### config.mk
export PLATFORM = sky130hd
export DESIGN_NAME = if_fetch_unit
export DESIGN_NICKNAME = d
export VERILOG_FILES = /design/src/rtl/if_fetch_unit.sv
export SDC_FILE = /design/constraint.sdc
export NUM_CORES = 1
export LEC_CHECK = 0
export ABC_AREA = 1
export ABC_CLOCK_PERIOD_IN_PS = 9550
export CAP_MARGIN = 15
export CORE_AREA = 10 10 196 106
export DETAILED_ROUTE_END_ITERATION = 8
export DIE_AREA = 0 0 206 116
export GPL_ROUTABILITY_DRIVEN = 0
export PLACE_DENSITY = 0.84
export SYNTH_ARGS = -nofsm -noshare
export SYNTH_HDL_FRONTEND = slang
export SYNTH_SLANG_ARGS = --single-unit
### constraint.sdc
create_clock -name clk -period 9.55 [get_ports clk]
set_input_delay 1.91 -clock clk [delete_from_list [all_inputs] [get_ports clk]]
set_output_delay 1.91 -clock clk [all_outputs]
set_load 0.02 [all_outputs]
### src/rtl/if_fetch_unit.sv
// Instruction fetch stage: one outstanding imem read, small FWFT buffer.
// Optional misaligned-redirect fault: define FETCH_MISALIGN_CHK_EN.
module if_fetch_unit #(
  parameter int DEPTH = 2,
  parameter int XLEN  = 32
) (
  input  logic            clk,
  input  logic            rst,
  input  logic [XLEN-1:0] pc_value,
  output logic [XLEN-1:0] next_pc_out,
  output logic            imem_req_valid,
  input  logic            imem_req_ready,
  output logic [XLEN-1:0] imem_req_addr,
  input  logic            imem_resp_valid,
  input  logic [31:0]     imem_resp_data,
  input  logic            redirect_valid,
  input  logic [XLEN-1:0] redirect_pc,
  output logic            id_valid,
  input  logic            id_ready,
  output logic [XLEN-1:0] id_pc,
  output logic [31:0]     id_instr,
  output logic            fetch_fault
);

  localparam int AW = $clog2(DEPTH);
  localparam int CW = AW + 1;

  typedef enum logic [1:0] {
    IDLE,
    WAIT,
    DROP
  } state_t;

  state_t          state_q, state_d;
  logic [CW-1:0]   count_q, count_d;
  logic [AW-1:0]   wr_ptr_q, wr_ptr_d;
  logic [AW-1:0]   rd_ptr_q, rd_ptr_d;
  logic [XLEN-1:0] req_pc_q, req_pc_d;
  logic [XLEN-1:0] pc_mem  [DEPTH];
  logic [31:0]     ins_mem [DEPTH];

  logic            fault;
  logic [XLEN-1:0] redir_tgt;
  logic            req_fire;
  logic            push;
  logic            pop;

`ifdef FETCH_MISALIGN_CHK_EN
  logic fault_q, fault_d;

  assign redir_tgt = redirect_pc;
  assign fault     = fault_q;

  // Misaligned redirect raises the fault; the next redirect re-evaluates it.
  always_comb begin
    fault_d = fault_q;
    if (redirect_valid)
      fault_d = (redirect_pc[1:0] != 2'b00);
  end

  // Fault flag register.
  always_ff @(posedge clk) begin
    if (rst) fault_q <= 1'b0;
    else     fault_q <= fault_d;
  end
`else
  assign redir_tgt = redirect_pc & ~XLEN'(3);
  assign fault     = 1'b0;
`endif

  assign fetch_fault   = fault;
  assign imem_req_addr = pc_value;
  assign id_valid      = (count_q != '0);
  assign id_pc         = pc_mem[rd_ptr_q];
  assign id_instr      = ins_mem[rd_ptr_q];

  // Request issue and buffer push/pop qualifiers; redirect blocks all three.
  always_comb begin
    imem_req_valid = !rst && !redirect_valid && (state_q == IDLE)
                     && (count_q < CW'(DEPTH)) && !fault;
    req_fire = imem_req_valid && imem_req_ready;
    push     = (state_q == WAIT) && imem_resp_valid && !redirect_valid;
    pop      = id_valid && id_ready && !redirect_valid;
  end

  // Next PC: redirect wins, then sequential advance on request accept.
  always_comb begin
    next_pc_out = pc_value;
    if (!rst) begin
      if (redirect_valid)
        next_pc_out = redir_tgt;
      else if (req_fire)
        next_pc_out = pc_value + XLEN'(4);
    end
  end

  // Fetch FSM next state: DROP swallows a response orphaned by a redirect.
  always_comb begin
    state_d  = state_q;
    req_pc_d = req_pc_q;
    unique case (state_q)
      IDLE: begin
        if (req_fire) begin
          state_d  = WAIT;
          req_pc_d = pc_value;
        end
      end
      WAIT: begin
        if (redirect_valid)
          state_d = imem_resp_valid ? IDLE : DROP;
        else if (imem_resp_valid)
          state_d = IDLE;
      end
      DROP: begin
        if (imem_resp_valid)
          state_d = IDLE;
      end
      default: state_d = IDLE;
    endcase
  end

  // Buffer pointer and occupancy update; redirect flushes everything.
  always_comb begin
    count_d  = count_q;
    wr_ptr_d = wr_ptr_q;
    rd_ptr_d = rd_ptr_q;
    if (redirect_valid) begin
      count_d  = '0;
      wr_ptr_d = '0;
      rd_ptr_d = '0;
    end else begin
      if (push) wr_ptr_d = wr_ptr_q + AW'(1);
      if (pop)  rd_ptr_d = rd_ptr_q + AW'(1);
      count_d = count_q + CW'(push) - CW'(pop);
    end
  end

  // Control state registers.
  always_ff @(posedge clk) begin
    if (rst) begin
      state_q  <= IDLE;
      count_q  <= '0;
      wr_ptr_q <= '0;
      rd_ptr_q <= '0;
      req_pc_q <= '0;
    end else begin
      state_q  <= state_d;
      count_q  <= count_d;
      wr_ptr_q <= wr_ptr_d;
      rd_ptr_q <= rd_ptr_d;
      req_pc_q <= req_pc_d;
    end
  end

  // Buffer storage, written on push only.
  always_ff @(posedge clk) begin
    if (push) begin
      pc_mem[wr_ptr_q]  <= req_pc_q;
      ins_mem[wr_ptr_q] <= imem_resp_data;
    end
  end

endmodule

**Yosys cells after proc, flatten, opt, wreduce, memory -nomap -nowiden**

Memories as Yosys holds them, arrays and structs flattened. A register that Yosys moved wholly into a read port is not among the register bits.
Cells that the tools add are included.

- Add/sub/neg operators: 5
- Multipliers: 0
- Divide/modulo/power cells: 0
- $lt $le $gt $ge: 1
- Equal/unequal tests: 3
- Shifts and indexed selects: 0
- Mux-type cells: 14
- Bitwise gates (word level): 0
- Reduce and logical (&&, ||, !) cells: 14

Operator list:

| operator | count |
|---|---|
| $mux W32 | 3 |
| $add A32 B3 Y32 const B | 1 |
| $logic_and A1 B1 Y1 | 8 |
| $mux W2 | 4 |
| $mux W1 | 6 |
| $pmux W2 S3 | 1 |
| $add A1 B1 Y1 const B | 2 |
| $add A2 B1 Y2 | 1 |
| $eq A2 B1 Y1 const B | 1 |
| $eq A2 B2 Y1 const B | 1 |
| $logic_not A1 Y1 | 2 |
| $logic_not A2 Y1 | 1 |
| $lt A2 B2 Y1 const B | 1 |
| $ne A2 B2 Y1 const B | 1 |
| $reduce_and A2 Y1 | 1 |
| $reduce_bool A2 Y1 | 1 |
| $reduce_or A2 Y1 | 1 |
| $sub A2 B1 Y2 | 1 |

- Flip-flop bits (word level): 38
- Latch bits: 0
- Memory bits (writable): 128
- Bits in read-only memories: 0
- Input bits: 102
- Memories kept: 2

Memory list:

| name | depth | width | rd ports | clocked after memory_dff | write ports | RTL line | text |
|---|---|---|---|---|---|---|---|
| ins_mem | 2 | 32 | 1 | 1 | 1 | 40 | `logic [31:0] ins_mem [DEPTH];` |
| pc_mem | 2 | 32 | 1 | 1 | 1 | 39 | `logic [XLEN-1:0] pc_mem [DEPTH];` |

**Depth between registers and ports, before layout**

Gate-level depths: netlist of the first run.

- Depth after elaboration: 8
- Depth in mapped cells: 11
- Depth with buffers taken out: 11

**Worst setup path before layout of the first run**

Ideal clock, no wire load.

- Path kind: input to register
- Start point: input redirect_valid
- End point: memory ins_mem[0][0], enable pin
- Setup time: 0.487 ns
- Arrival time: 4.861 ns
- Data required time: 9.063 ns
- Path slack: 4.202 ns
- Cell stages on the path: 3
- Cells stage by stage: inv_1 nand4_1 nor2_1

- Word-level cells in the longest chain between the ends: 4

Ends and longest elaborated chain:

| element | RTL line | text |
|---|---|---|
| start, declared | 16 | `input logic redirect_valid,` |
| $logic_not A1 Y1 | 82 | `push = (state_q == WAIT) && imem_resp_valid && !redirect_valid;` |
| $logic_and A1 B1 Y1 | 82 |  |
| $mux W1 | 157 | `if (push) begin` |
| $mux W1 (implied by the code) | 159 | `ins_mem[wr_ptr_q] <= imem_resp_data;` |
| end, declared | 40 |  |

Every way passes these cells.

**Worst setup path in the final report of the first run**

- Start point: input rst
- End point: output next_pc_out[26]

- Word-level cells in the longest chain between the ends: 8

Ends and longest elaborated chain:

| element | RTL line | text |
|---|---|---|
| start, declared | 8 | `input logic rst,` |
| $logic_not A1 Y1 | -- |  |
| $logic_and A1 B1 Y1 (2 in a row) | 79 | `imem_req_valid = !rst && !redirect_valid && (state_q == IDLE)` |
| $logic_and A1 B1 Y1 | 80 | `&& (count_q < CW'(DEPTH)) && !fault;` |
| $logic_and A1 B1 Y1 | 81 | `req_fire = imem_req_valid && imem_req_ready;` |
| $mux W32 | 92 | `else if (req_fire)` |
| $mux W32 | 90 | `if (redirect_valid)` |
| $mux W32 * | 89 | `if (!rst) begin` |
| end, declared | 10 | `output logic [XLEN-1:0] next_pc_out,` |

Mark *: on every way between the ends. The rest lies on a longest branch, timed or not.

==> results of run 1 <==
-- cell usage in the layout, fill, tap and decap left out, types with 5 or more instances in the layout --
| master | n |
|---|---|
| o21ai_0 | 59 |
| dfxtp_1 | 38 |
| mux2_2 | 64 |
| nand2_1 | 131 |
| nor2_1 | 49 |
| clkdlybuf4s50_1 | 229 |
| clkbuf_16 | 17 |
| nand3_1 | 41 |
| nor2_2 | 5 |
| o21bai_1 | 7 |
| nand4_1 | 9 |
| edfxtp_1 | 128 |
| a21oi_1 | 35 |
| inv_1 | 76 |
| buf_4 | 6 |
-- how the worst max path moves through the flow --
stage,slack [ns],endpoint,start
CTS,2.31,next_pc_out[26],rst
floorplan,4.20,ins_mem[0][0],redirect_valid
global placement,2.39,next_pc_out[26],rst
detailed placement,2.32,next_pc_out[26],rst
finish,2.28,next_pc_out[26],rst
global route,2.05,next_pc_out[26],rst
-- worst register-to-register path, stage by stage, from the launching register on --
cell and delay [ns]:
dfxtp_1 0.34, nor2_2 0.23, nand3_2 0.13, nor2_4 0.64
buf_4 0.46, o21ai_0 0.16, a21oi_1 0.16
-- state kept, by name (all words and copies together), names as in the netlist, named ones only --
name      flops
state_q       2
wr_ptr_q      1
pc_mem       64
rd_ptr_q      1
req_pc_q     32
ins_mem      64
count_q       2
-- metal layers --
metal	vias to the layer above	GRT usage	wire, microns	share of wire
met4	0	0.06187	410	0.018
li1	2905	-	-	-
met3	46	0.04152	1704	0.075
met5	-	0	0	0
met2	279	0.3331	11810	0.52
met1	2936	0.2188	8835	0.39
-- layout make-up --
type / count / area (sq um)
fill: 1317 / 6514
sequential: 167 / 4626
multi-input combinational: 438 / 2542
timing repair buffer: 235 / 2337
clock buffer: 17 / 425.4
tap: 234 / 292.8
inverter: 76 / 285.3
clock inverter: 15 / 163.9
-- metrics by stage --
| step | utilization | worst slack (ns) | cells |
|---|---|---|---|
| final | 0.6210 | 2.277 | 1182 |
| after global routing | 0.6210 | 2.045 | 1182 |
| after CTS | 0.6210 | 2.312 | 1182 |
| after detailed placement | 0.5867 | 2.323 | 1150 |
| after global placement | 0.5867 | 2.387 | 1150 |
| after floorplan | - | 4.202 | 740 |
-- logic make-up (layout without fill, tap and decap cells) --
logic type | after synthesis | count (layout) | synth area share
XOR/XNOR | 7 | 7 | 0.007844
flip-flops | 167 | 167 | 0.5916
AND/OR/NAND/NOR | 253 | 253 | 0.1434
adder cells (fa/ha/maj) | 3 | 3 | 0.004803
other | 1 | 1 | 0.0004798
multiplexers | 64 | 64 | 0.09220
AO/OA/AOI/OAI | 110 | 110 | 0.07460
buffers and inverters | 135 | 343 | 0.08500
-- power by group through the flow --
stage | combinational (mW) | clock [mW] | sequential [mW]
floorplan | 0.0970 | 0 | 0.813
global placement | 0.198 | 0 | 0.814
detailed placement | 0.202 | 0 | 0.815
CTS | 0.203 | 0.694 | 0.799
global route | 0.217 | 0.725 | 0.800
finish | 0.203 | 0.687 | 0.800
==> out/results.txt, run 1 <==
Later-pin clock latency in the skew report -> 0.43 ns
WHS Endpoint -> pc_mem[0][31]
CP bufs+invs -> 3
Internal power -> 1.259 mW
VDD IR-drop max -> 119.1 uV
Cts-stage hold buffer count -> 0
Most instantiated cells after synthesis -> nand2_1 (131), edfxtp_1 (128), inv_1 (76)
Tightest Pin Transition -> 0.9318 ns
Die Wd -> 206 microns
Clock power frac -> 0.406
TritonCTS Sinks -> 167
Post-DR wirelength/cell -> 19.26 microns
Ports -> 233
Design Area, Final -> 0.01067 sq mm
Diodes inserted -> 0
Post-synthesis sequential area ratio -> 0.5916
DRC errors left -> 0
P_leak -> 3.894 nW
Mapped Cells -> 740
Net Sw Frac -> 0.2548
Post-route setup TNS -> 0 ns
Detail Placement HPWL -> 16350 microns
Primary FF master, synth -> edfxtp_1
Logic pwr share -> 0.120
Reg-to-Reg Start -> state_q[0]
Total Routing Usage GR -> 0.1860
Post-CTS resize count -> 0
Hold Slack -> 0.4542 ns
Vias in the first global route -> 6086
First-pass GRT wire length -> 34490 microns
Most numerous cell in the Yosys netlist -> nand2_1
Fmax -> 137.5 MHz
CTS Buf Count -> 17
RSZ-0062 raised after global routing -> false
Top-area cell type share of the netlist area -> 0.4918
CP endpoint kind -> output port
Worst-case clock buffer depth -> 2
Clock root buffer -> clkbuf_16
Core area -> 0.01719 sq mm
FF-to-FF End -> req_pc_q[22]
Hold Path Origin -> req_pc_q[31]
Total Nets Final -> 1040
CP cell instances -> clkdlybuf4s50_1 -> nor2_8 -> nand3_2 -> nor2_4 -> buf_4 -> nand3_1 -> nand2_1 -> nand3_1 -> nand2_1 -> clkdlybuf4s50_1
Hold path depth -> 0
Seq pwr share -> 0.473
Min Clock Period, post-route -> 7.273 ns
CTS tree -> yes
Starting Density -> 0.4548
# setup viols final -> 0
Pin count of the biggest net entering global routing -> 65
CP delay by family, top -> buffers and inverters
Buffers on Ports -> 229
Mapped Nets -> 845
Power per cell area -> 158.3 mW/mm^2
Setup Fix Bufs, Post-CTS -> 0
Synth async-reset ratio -> 0
#FFs+latches synth -> 167
Clock skew -> 0.01234 ns
Status -> complete, no violations
Routed Antenna Nets -> 0
Die Ht -> 116 microns
Syn Std Cell Area -> 0.007816 sq mm
Gr ovfl total -> 0
Pre-antenna DRT Iters -> 5
Part of the cycle the worst path needs -> 0.7616
Max-cap violations -> 0
CP Data Required Time -> 7.64 ns
Worst path max stage delay -> 0.69 ns
Worst Reg-to-Reg Cells -> 6
Hold crit path type -> reg2reg
Critical path class -> in2out
Levels on crit path -> 10
Post-synth EDFFs -> 128
CP startpoint kind -> input pin
Syn Area/Cell -> 10.56 sq um
Fin. Hold Viols -> 0
CTS clk-pin slew, worst paths -> 0.06 ns
Routed WL -> 22760 microns
Distinct cells, synth -> 35
Crit path DAT -> 5.36 ns
Area leader, netlist -> edfxtp_1
Relative slew slack -> 0.3788
Area growth, synth to finish -> 36.55%
Initial antenna violation count -> 0
Synth warn -> 0
Initial DRC Count -> 552
Net Switching -> 430.4 uW
Count of pins over their slew limit -> 0
Crit-path max FO -> 36
Crit-path slowest cell -> clkdlybuf4s50_1
DR vias -> 6166
Share of cells above drive strength 1 -> 0.1266
H-tree depth -> 4
Placement Rows -> 34
Die area -> 0.02390 sq mm
Worst R2R Setup Slack -> 7.36 ns
Dominant cells by area after synthesis -> edfxtp_1 (49%), dfxtp_1 (10%), mux2_2 (9.2%)
Drt via density -> 5.217
Placed cell area -> 0.01008 sq mm
Total power -> 1.689 mW
(Power assumes the default switching activity.)
==> run 2: changes to the inputs <==
--- a/config.mk
+++ b/config.mk
@@ -6,7 +6,7 @@
 export NUM_CORES = 1
 export LEC_CHECK = 0
 export ABC_AREA = 1
-export ABC_CLOCK_PERIOD_IN_PS = 9550
+export ABC_CLOCK_PERIOD_IN_PS = 6700
 export CAP_MARGIN = 15
 export CORE_AREA = 10 10 196 106
 export DETAILED_ROUTE_END_ITERATION = 8
==> constraint.sdc (replaced) <==
create_clock -name clk -period 6.7 [get_ports clk]
set_input_delay 1.34 -clock clk [delete_from_list [all_inputs] [get_ports clk]]
set_output_delay 1.34 -clock clk [all_outputs]
set_load 0.02 [all_outputs]
==> run 2 against run 1 <==
  * Sequential power is 42% higher
  * Clock skew is 0.0079 ns higher
  * Global-route usage is 0.31 points lower
  * Power is 43% higher
  * Clock power is 43% higher
  * Cell count is 0.17% higher
  * Via count is 0.31% lower
  * Worst hold slack hardly changed
  * Die area stayed put
  * Core utilization is 0.087 points higher
  * Critical path type unchanged
  * Largest cell class unchanged
  * Largest power group unchanged
==> out/results.txt, run 2 (synthesis gave the netlist of run 1 again) <==
Total Routing Usage GR -> 0.1829 (-0.003146)
Count of pins over their slew limit -> 0 (unchanged)
Placement Rows -> 34 (unchanged)
Drt via density -> 5.192 (-0.48%)
CTS tree -> yes
Gr busiest metal -> met2
Crit path DAT -> 4.50 ns (-0.86 ns)
Part of the cycle the worst path needs -> 0.8722
Pin count of the biggest net entering global routing -> 41 (-37%)
Relative slew slack -> 0.2599 (-0.1189)
Post-CTS resize count -> 0 (unchanged)
Commonest non-fill, non-tap cell in the layout -> clkdlybuf4s50_1
Ports -> 233 (unchanged)
Crit-path max FO -> 28 (-22%)
VDD IR-drop max -> 195.2 uV (+64%)
Met2 global-route usage -> 0.3277 (-0.005418)
Fin. Hold Viols -> 0 (unchanged)
P_leak -> 3.897 nW (about the same)
Worst-case clock buffer depth -> 2 (unchanged)
Die Wd -> 206 microns (unchanged)
Detail Placement HPWL -> 16420 microns (+0.46%)
CP endpoint kind -> output port
Total Nets Final -> 1041 (+0.096%)
Worst path max stage delay -> 0.70 ns (about the same)
Max-cap violations -> 0 (unchanged)
DR vias -> 6147 (-0.31%)
Starting Density -> 0.4548 (unchanged)
Routed WL -> 22600 microns (-0.70%)
TritonCTS Sinks -> 167 (unchanged)
Design Area, Final -> 0.01069 sq mm (+0.14%)
Fmax -> 171.1 MHz
Min Clock Period, post-route -> 5.844 ns
Core area -> 0.01719 sq mm (unchanged)
Total power -> 2.409 mW (+43%)
Die area -> 0.02390 sq mm (unchanged)
Status -> complete, no violations
GR met1 Demand/Resource -> 0.2133 (-0.005452)
Worst R2R Setup Slack -> 4.12 ns (-3.24 ns)
Hold Slack -> 0.4542 ns (-0.00004000 ns)
Routed Antenna Nets -> 0 (unchanged)
Initial DRC Count -> 576 (+4.3%)
Initial antenna violation count -> 1 (+1)
Clock skew -> 0.02019 ns (+0.007857 ns)
# setup viols final -> 0 (unchanged)
Placed cell area -> 0.01009 sq mm (about the same)
CTS Buf Count -> 17 (unchanged)
CTS clk-pin slew, worst paths -> 0.06 ns (about the same)
CP Data Required Time -> 5.36 ns (-2.28 ns)
Commonest non-fill, non-tap cells in the layout -> clkdlybuf4s50_1 (229), nand2_1 (131), edfxtp_1 (128)
Clock root buffer -> clkbuf_16
Cts-stage hold buffer count -> 0 (unchanged)
Share of cells above drive strength 1 -> 0.1264 (-0.0001334)
Setup Fix Bufs, Post-CTS -> 0 (unchanged)
Crit-path slowest cell -> clkdlybuf4s50_1
Top Registers -> ins_mem: 64 flops, pc_mem: 64 flops, req_pc_q: 32 flops
Post-DR wirelength/cell -> 19.09 microns (-0.87%)
CP startpoint kind -> input pin
Area growth, synth to finish -> 36.74%
Power per cell area -> 225.4 mW/mm^2 (+42%)
Hold crit path type -> reg2reg
Critical path class -> in2out
Gr ovfl total -> 0 (unchanged)
Post-route setup TNS -> 0 ns (unchanged)
Tightest Pin Transition -> 1.109 ns (+0.1771 ns)
Die Ht -> 116 microns (unchanged)
Finished Layout Cells -> 1184 (+0.17%)
Vias in the first global route -> 5970 (-1.9%)
RSZ-0062 raised after global routing -> false
First-pass GRT wire length -> 33790 microns (-2.0%)
M3 GR Usage -> 0.04040 (-0.001115)
Later-pin clock latency in the skew report -> 0.42 ns (about the same)
Placed Instances -> 1151 (+0.087%)
DRC errors left -> 0 (unchanged)
CP cell instances -> clkdlybuf4s50_1 -> nor2_8 -> nand3_2 -> nor2_4 -> buf_4 -> nand4_1 -> xor2_1 -> nand2_1 -> nand2_1 -> clkdlybuf4s50_1
H-tree depth -> 4 (unchanged)
Pre-antenna DRT Iters -> 6 (+1)
Buffers on Ports -> 229 (unchanged)
run 2: cell types whose count changed in the layout (fill, tap and decap cells not counted), sizes merged:
cell / change
buf: +1
bufinv: +1
clkinv: +1
clkinvlp: +1
diode: +1
inv: -3
run 2: area by class of cell:
class | count | area [sq um]
multi-input combinational | 438 | 2542
clock inverter | 15 | 168.9
clock buffer | 17 | 425.4
tap | 234 | 292.8
fill | 1342 | 6499
inverter | 76 | 285.3
timing repair buffer | 236 | 2345
antenna | 1 | 2.502
sequential | 167 | 4626
run 2: per-layer routing:
metal  share of wire  vias up
met2            0.52      301
met1            0.38     2921
li1                -     2894
met5               0        -
met3           0.078       31
met4           0.019        0
run 2: metrics by stage:
step | worst slack, ns | util
3_3_place_gp | 0.9676 | 0.5871
5_1_grt | 0.6669 | 0.6219
3_5_place_dp | 0.8951 | 0.5871
6_report | 0.8565 | 0.6219
2_1_floorplan | 1.922 | -
4_1_cts | 0.8986 | 0.6217
run 2: final timing paths:
| kind | start | to | cells past startpoint |
|---|---|---|---|
| min | req_pc_q[3] | pc_mem[0][3] | 0 |
| max reg2reg | state_q[1] | pc_mem[0][17] | 4 |
| min reg2reg | req_pc_q[3] | pc_mem[0][3] | 0 |
| max | rst | next_pc_out[8] | 10 |
run 2: worst max-delay path, delay by kind of cell:
family	cells	cell delay, ns
XOR/XNOR	1	0.16
buffers and inverters	3	1.62
AND/OR/NAND/NOR	6	1.37
run 2: report_power, final:
part / switching (mW) / internal (mW) / leakage (nW)
clock network: 0.420 / 0.559 / 0.285
registers: 0.0114 / 1.13 / 1.44
logic: 0.154 / 0.136 / 2.17
total: 0.585 / 1.82 / 3.90
==> run 3: changes to the inputs <==
--- a/config.mk
+++ b/config.mk
@@ -8,11 +8,12 @@
 export ABC_AREA = 1
 export ABC_CLOCK_PERIOD_IN_PS = 6700
 export CAP_MARGIN = 15
-export CORE_AREA = 10 10 196 106
+export CORE_AREA = 10 10 192 104
+export CTS_CLUSTER_DIAMETER = 120
 export DETAILED_ROUTE_END_ITERATION = 8
-export DIE_AREA = 0 0 206 116
+export DIE_AREA = 0 0 202 114
 export GPL_ROUTABILITY_DRIVEN = 0
-export PLACE_DENSITY = 0.84
+export PLACE_DENSITY = 0.87
 export SYNTH_ARGS = -nofsm -noshare
 export SYNTH_HDL_FRONTEND = slang
 export SYNTH_SLANG_ARGS = --single-unit
==> run 3 against run 2 <==
  * Non-clock buffer count up 1
  * Cell count unchanged
  * Count of clock-buffer cells in the layout did not move
  * Maximum frequency shrank 0.64%
  * Core utilization grew 1.6 points
  * Design area is 0.23% higher
  * Clock skew is 0.0081 ns lower
  * Worst setup slack got worse by 0.038 ns
  * Die area fell by 3.6%
  * Critical path type unchanged
  * Critical endpoint is now next_pc_out[19]
==> out/results.txt, run 3 (synthesis gave the netlist of run 1 again) <==
Status -> complete, no violations
Share of cells above drive strength 1 -> 0.1295 (+0.003025)
Crit-path max FO -> 28 (unchanged)
Critical path class -> in2out
Die area -> 0.02303 sq mm (-3.6%)
Clock skew -> 0.01214 ns (-0.008056 ns)
Drt via density -> 5.287 (+1.8%)
CTS Buf Count -> 17 (unchanged)
Met2 global-route usage -> 0.3043 (-0.02342)
Placement Rows -> 34 (unchanged)
Count of pins over their slew limit -> 0 (unchanged)
Pin count of the biggest net entering global routing -> 65 (+59%)
Crit path DAT -> 4.54 ns (+0.04 ns)
H-tree depth -> 4 (unchanged)
First-pass GRT wire length -> 35150 microns (+4.0%)
Crit-path slowest cell -> clkdlybuf4s50_1
Gr busiest metal -> met2
Fmax -> 170.0 MHz (-0.64%)
Commonest non-fill, non-tap cell in the layout -> clkdlybuf4s50_1
Top Registers -> ins_mem: 64 flops, pc_mem: 64 flops, req_pc_q: 32 flops
TritonCTS Sinks -> 167 (unchanged)
Part of the cycle the worst path needs -> 0.8778 (+0.005639)
VDD IR-drop max -> 155.8 uV (-20%)
Buffers on Ports -> 229 (unchanged)
Post-DR wirelength/cell -> 19.87 microns (+4.1%)
Initial DRC Count -> 611 (+6.1%)
Placed cell area -> 0.01010 sq mm (about the same)
Area growth, synth to finish -> 37.06%
Internal power -> 1.800 mW (-1.3%)
# setup viols final -> 0 (unchanged)
Detail Placement HPWL -> 16960 microns (+3.3%)
Critical Path Start -> rst
FF-to-FF End -> pc_mem[1][16]
Gr ovfl total -> 0 (unchanged)
CTS clk-pin slew, worst paths -> 0.07 ns (about the same)
CTS tree -> yes
Pre-antenna DRT Iters -> 7 (+1)
Power per cell area -> 226.3 mW/mm^2 (+0.39%)
Commonest non-fill, non-tap cells in the layout -> clkdlybuf4s50_1 (229), nand2_1 (131), edfxtp_1 (128)
Reg-to-Reg Start -> state_q[0]
Worst path max stage delay -> 0.69 ns (about the same)
Cell mode on critical path -> clkdlybuf4s50_1
Max-cap violations -> 0 (unchanged)
Total Routing Usage GR -> 0.1984 (+0.01546)
Routed WL -> 23520 microns (+4.1%)
Diodes inserted -> 0 (-1)
Logic pwr share -> 0.122 (+0.002)
Routed Antenna Nets -> 0 (unchanged)
Die Wd -> 202 microns (-1.9%)
P_leak -> 3.913 nW (+0.42%)
Hold path depth -> 0 (unchanged)
Hold crit path type -> reg2reg
Clock root buffer -> clkbuf_16
Net Sw Frac -> 0.2575 (+0.01455)
Seq pwr share -> 0.470 (-0.003)
CP startpoint kind -> input pin
Setup Fix Bufs, Post-CTS -> 0 (unchanged)
RSZ-0062 raised after global routing -> false
Min Clock Period, post-route -> 5.881 ns (+0.03778 ns)
Levels on crit path -> 9 (-1)
Cts-stage hold buffer count -> 0 (unchanged)
Design Area, Final -> 0.01071 sq mm (+0.23%)
Starting Density -> 0.4652 (+0.01036)
Initial antenna violation count -> 0 (-1)
Relative slew slack -> 0.3359 (+0.07597)
FILL cells -> 1285 (-4.2%)
Ports -> 233 (unchanged)
Net Switching -> 624.2 uW (+6.7%)
M3 GR Usage -> 0.07133 (+0.03093)
Worst Setup EP -> next_pc_out[19]
Total Nets Final -> 1042 (+0.096%)
DRC errors left -> 0 (unchanged)
Worst Setup Slack post-DPL -> 0.8409 ns (-0.05422 ns)
Worst Reg-to-Reg Cells -> 3 (-1)
Fin. Hold Viols -> 0 (unchanged)
Post-route setup TNS -> 0 ns (unchanged)
Die Ht -> 114 microns (-1.7%)
CP cell instances -> clkdlybuf4s50_1 -> nor2_8 -> nand3_2 -> nor2_4 -> nand3_1 -> o21ai_0 -> nand2_1 -> o21bai_1 -> clkdlybuf4s50_1
DR vias -> 6260 (+1.8%)
Vias in the first global route -> 6037 (+1.1%)
CP delay by family, top -> simple AND/OR/NAND/NOR gates
Worst R2R Setup Slack -> 4.09 ns (-0.03 ns)
Worst-case clock buffer depth -> 2 (unchanged)
Core area -> 0.01680 sq mm (-2.2%)
PnR worst setup slack -> 0.8187 ns (-0.03778 ns)
Later-pin clock latency in the skew report -> 0.43 ns (about the same)
Tightest Pin Transition -> 0.9938 ns (-0.1151 ns)
Clock power frac -> 0.409 (+0.003)
CP Data Required Time -> 5.36 ns (about the same)
GR met1 Demand/Resource -> 0.2605 (+0.04719)
Post-CTS resize count -> 0 (unchanged)
CP endpoint kind -> output port
CP bufs+invs -> 2 (-1)
[run 3: cell count changes in the layout (fill, tap and decap cells not counted), sizes merged]
cell	before	now
clkinvlp	2	1
inv	81	82
clkinv	6	7
buf	7	8
bufinv	2	1
diode	1	0
[run 3: through the flow]
step	util	std cells	total power, mW	hold WS [ns]
3_3_place_gp	0.6011	1152	1.446	0.4301
5_1_grt	0.6375	1184	2.503	0.4624
2_1_floorplan	-	740	1.296	0.4203
4_1_cts	0.6375	1184	2.438	0.4540
3_5_place_dp	0.6011	1152	1.452	0.4364
6_report	0.6375	1184	2.424	0.4539
[run 3: how the worst min path moves through the flow]
| stage | start | endpoint | slack, ns |
|---|---|---|---|
| final | req_pc_q[24] | pc_mem[0][24] | 0.45 |
| after global routing | req_pc_q[28] | pc_mem[0][28] | 0.46 |
| after CTS | req_pc_q[9] | pc_mem[1][9] | 0.45 |
| after detailed placement | req_pc_q[7] | pc_mem[0][7] | 0.44 |
| after global placement | req_pc_q[7] | pc_mem[0][7] | 0.43 |
| after floorplan | req_pc_q[0] | pc_mem[0][0] | 0.42 |
[run 3: final cells by class]
type	instances	area, sq um	share of cell area
flip-flops and latches	167	4628	0.4320
clock inverters	15	186.4	0.01740
repair buffers	237	2352	0.2196
well taps	234	292.8	0.02733
inverters	76	285.3	0.02663
clock buffers	17	425.4	0.03971
multi-input cells	438	2542	0.2373
[run 3: per-layer routing]
layer,routed length [microns],part of all wire
met5,0,0
met4,335,0.014
met3,2802,0.12
met2,10330,0.44
met1,10060,0.43
[run 3: power by group through the flow]
stage,sequential (mW),clock [mW],combinational [mW]
final,1.14,0.991,0.295
after global routing,1.14,1.05,0.314
after CTS,1.14,1.01,0.293
after detailed placement,1.16,0,0.291
after global placement,1.16,0,0.286
after floorplan,1.16,0,0.138
